==> src/rtl/sync_reg.sv <==
// Single-register CDC: samples a slow producer strobe, qualifier and word into r_clk
// and captures the word on each qualified falling edge of the synchronized strobe.
module sync_reg #(
  parameter int unsigned SIZE        = 8,
  parameter int unsigned SYNC_STAGES = 2
) (
  input  logic            r_clk,
  input  logic            rst,
  input  logic            w_clk,
  input  logic            w_en,
  input  logic [SIZE-1:0] w_data,
  output logic [SIZE-1:0] r_data,
  output logic            r_empty
);

  logic [SYNC_STAGES-1:0] clk_sync_q;
  logic [SYNC_STAGES-1:0] en_sync_q;
  logic [SIZE-1:0]        data_sync_q [SYNC_STAGES];
  logic                   clk_hist_q;

  logic [SIZE-1:0]        r_data_q, r_data_d;
  logic                   r_empty_q, r_empty_d;
  logic                   wr_event;
  logic                   wr_qual;

  // Chains reset to 0 so a strobe held high at release reads as a rise, never a fall.
  always_ff @(posedge r_clk or posedge rst) begin
    if (rst) begin
      clk_sync_q <= '0;
      en_sync_q  <= '0;
      clk_hist_q <= 1'b0;
      for (int i = 0; i < SYNC_STAGES; i++) begin
        data_sync_q[i] <= '0;
      end
    end else begin
      clk_sync_q     <= {clk_sync_q[SYNC_STAGES-2:0], w_clk};
      en_sync_q      <= {en_sync_q[SYNC_STAGES-2:0], w_en};
      clk_hist_q     <= clk_sync_q[SYNC_STAGES-1];
      data_sync_q[0] <= w_data;
      for (int i = 1; i < SYNC_STAGES; i++) begin
        data_sync_q[i] <= data_sync_q[i-1];
      end
    end
  end

  always_comb begin
    wr_event = clk_hist_q & ~clk_sync_q[SYNC_STAGES-1];
    wr_qual  = wr_event & en_sync_q[SYNC_STAGES-1];
  end

  always_comb begin
    r_data_d  = r_data_q;
    r_empty_d = r_empty_q;
    if (wr_qual) begin
      r_data_d  = data_sync_q[SYNC_STAGES-1];
      r_empty_d = 1'b0;
    end
  end

  always_ff @(posedge r_clk or posedge rst) begin
    if (rst) begin
      r_data_q  <= '0;
      r_empty_q <= 1'b1;
    end else begin
      r_data_q  <= r_data_d;
      r_empty_q <= r_empty_d;
    end
  end

  assign r_data  = r_data_q;
  assign r_empty = r_empty_q;

endmodule

==> config.mk <==
export PLATFORM = sky130hd
export DESIGN_NAME = sync_reg
export DESIGN_NICKNAME = d
export VERILOG_FILES = /design/src/rtl/sync_reg.sv
export SDC_FILE = /design/constraint.sdc
export NUM_CORES = 1
export LEC_CHECK = 0
export ABC_AREA = 1
export ABC_CLOCK_PERIOD_IN_PS = 850
export CORE_MARGIN = 3
export CORE_UTILIZATION = 52
export DETAILED_ROUTE_END_ITERATION = 10
export DONT_BUFFER_PORTS = 1
export PLACE_DENSITY = 0.72
export SYNTH_ARGS = -nofsm -noshare
export SYNTH_HDL_FRONTEND = slang
export SYNTH_SLANG_ARGS = --single-unit
==> constraint.sdc <==
create_clock -name r_clk -period 0.85 [get_ports r_clk]
set_clock_uncertainty 0.1 [all_clocks]
set_input_delay 0.085 -clock r_clk [delete_from_list [all_inputs] [get_ports r_clk]]
set_output_delay 0.085 -clock r_clk [all_outputs]
set_load 0.03 [all_outputs]
==> results.json <==
{
  "swShare_pct": 24.2,
  "grt_max_degree": 31,
  "fin_cells": 123,
  "hold_violations": 0,
  "clkPwrFrac_pct": 31.9,
  "place.gp.congestion": 0.691,
  "tightestPinTransition_ps": 191,
  "synth_most_common_cell": "dfrtp_1",
  "drc_errors": 0,
  "critPathKind": "flip-flop to output port",
  "internal-power_mw": 2.37,
  "syn-instance-count": 60,
  "max_stage_delay_ps": 560,
  "gr-total-overflow": 0,
  "cts-root-buf": "clkbuf_4",
  "yosysSeqAreaShare_pct": 81.7,
  "num_antenna_cells": 0,
  "timing.setup.tns_ps": -2770,
  "max_cap_violations": 0,
  "postRouteAntennaNets": 0,
  "power_density_nw_per_um2": 2270,
  "peakVddDrop_v": 0.00203,
  "cpMaxStageDelayCell": "dfstp_2",
  "rsz0062_at_grt": "yes",
  "max_freq_mhz": 850,
  "row_count": 14,
  "portBuffers": 0,
  "slew_viol_final": 0,
  "hold_class": "primary input to asynchronous set/reset pin",
  "dr.first_iter.drc_count": 7,
  "ys_seq_elements": 30,
  "layout-drive-gt1-share_pct": 41.4,
  "antenna_found_initial": 0,
  "num_vias": 574,
  "power_frac_seq_pct": 51.4,
  "drt-pass1-iter-count": 4,
  "cts.path.max_buffers": 2,
  "grt_pass1_wl_um": 2370,
  "min_period_over_period_pct": 138,
  "path_clk_slew_ps": 90,
  "grtUsageTotal_pct": 16.3,
  "fin_ws_ps": -326,
  "io_pins": 21,
  "dp_cells": 97,
  "yosysWarnings": 0,
  "avgSynthCellArea_um2": 15.3,
  "start_util_pct": 57.8,
  "ys_types": 9,
  "setup_viol": 18,
  "slew_headroom_pct": 87.3,
  "worst_ep_required_time_ps": 660,
  "startpoint_type": "flip-flop",
  "die_x_um": 48.1,
  "synth_top_cell_area_share_pct": 78.8,
  "synth_area_um2": 921,
  "cts.sinks": 30,
  "cp_cell_sequence": "buf_12",
  "viasPerCell": 4.67,
  "synthFlopType": "dfrtp_1",
  "worstPathMaxFanout": 2,
  "grt_use_met1_pct": 17.7,
  "yosys.area.top_type": "dfrtp_1",
  "cts_buffers": 5,
  "power_leakage_nw": 0.657,
  "reg2reg_slack_ps": -130,
  "synth_common_cells": "dfrtp_1, nand2_1, nand4_1",
  "wl_um": 1480,
  "crit_path_end_kind": "output port",
  "wire_per_inst_um": 12.1,
  "area.growth.synth_to_final_pct": 50.0,
  "arrival_ps": 990,
  "cts_htree_levels": 2,
  "critPathLaunch": "r_empty",
  "cts_tree": "built",
  "async_reset_ff_share_pct": 100,
  "grt_util_met3_pct": 8.27,
  "clk_latency_ps": 300,
  "status": "finished, violations left",
  "critPathTopFamily": "flip-flops",
  "final_nets": 110,
  "r2r_end": "r_data[7]",
  "violations": "setup timing",
  "synth_edf_count": 0,
  "first_global_vias": 568,
  "grt-busiest-layer": "met2",
  "dieArea_um2": 2310,
  "min_period_ps": 1180,
  "core_area_um2": 1590,
  "netSwitchingPower_mw": 0.758,
  "die_h_um": 48.1,
  "synth_area_leaders": "dfrtp_1, nand2_1, nand4_1",
  "post-route-util_pct": 86.7,
  "pwr-share-comb_pct": 16.7,
  "syn_nets": 72,
  "use_met2_pct": 26.9,
  "path_buf_inv": 1,
  "reg2reg_from": "clk_hist_q",
  "worst-r2r-cell-count": 3,
  "hpwl_um": 807
}
stage by stage:
| step | hold slack (ps) | setup WS, ps | power, mW | instance area, um^2 |
|---|---|---|---|---|
| floorplan | 16.4 | -62.5 | 1.83 | 921 |
| global placement | -80.2 | -94.9 | 1.96 | 1070 |
| detailed placement | -75.1 | -120 | 1.97 | 1070 |
| CTS | 128 | -352 | 3.14 | 1360 |
| global route | 186 | -365 | 3.28 | 1380 |
| finish | 160 | -326 | 3.13 | 1380 |
what timing repair did:
action / in CTS / in global routing
gates resized for setup: 15 / 6
pin swaps: 5 / 4
hold buffers: 11 / 0
setup endpoints to repair: 18 / 18
setup buffers: 5 / 1
hold endpoints to repair: 40 / 0
cloned: 1 / 0
power groups by stage:
stage	clock network, mW	logic (mW)	registers, mW
6_report	0.997	0.524	1.61
5_1_grt	1.09	0.565	1.62
4_1_cts	1.03	0.500	1.61
3_5_place_dp	0	0.354	1.62
3_3_place_gp	0	0.350	1.61
2_1_floorplan	0	0.100	1.73
per-layer routing:
| layer | up-vias | share of wire [%] |
|---|---|---|
| met1 | 273 | 42 |
| met5 | - | 0 |
| li1 | 275 | - |
| met4 | 0 | 1.0 |
| met2 | 24 | 50 |
| met3 | 2 | 7.3 |
placed cells by master, fill, tap and decap left out, drive strengths merged:
cell type / netlist / final
and2: 1 / 1
clkbuf: 0 / 8
dlygate4sd3: 0 / 11
inv: 2 / 2
nand2: 16 / 16
nand3: 1 / 2
dfrtp: 29 / 29
dfstp: 1 / 1
nand4: 8 / 8
buf: 2 / 21
tightest hold or removal path, delay by kind of cell:
kind / cells / cell delay (ps)
buf+inv: 3 / 840
worst max path at each step:
stage / end / slack (ps) / cells past startpoint
2_1_floorplan: r_empty / -60 / 1
3_3_place_gp: r_data[7] / -90 / 3
3_5_place_dp: r_data[7] / -120 / 3
4_1_cts: r_empty / -350 / 1
5_1_grt: r_empty / -360 / 1
6_report: r_empty / -330 / 1
sequential cells by signal (all words and copies together) (netlist names):
register,flops
data_sync_q,16
r_data,8
clk_sync_q,2
en_sync_q,2
clk_hist_q,1
r_empty,1
logic make-up after synthesis:
family        synth area share, %
buf+inv                      3.53
flops                        81.7
simple gates                 14.8
cell type report:
| class | instances | area [um^2] |
|---|---|---|
| Fill cell | 72 | 213 |
| Multi-Input combinational cell | 27 | 166 |
| Sequential cell | 30 | 754 |
| Clock buffer | 8 | 78.8 |
| Tap cell | 24 | 30.0 |
| Timing Repair Buffer | 32 | 342 |
| Inverter | 2 | 10.0 |
(Power assumes the default switching activity.)
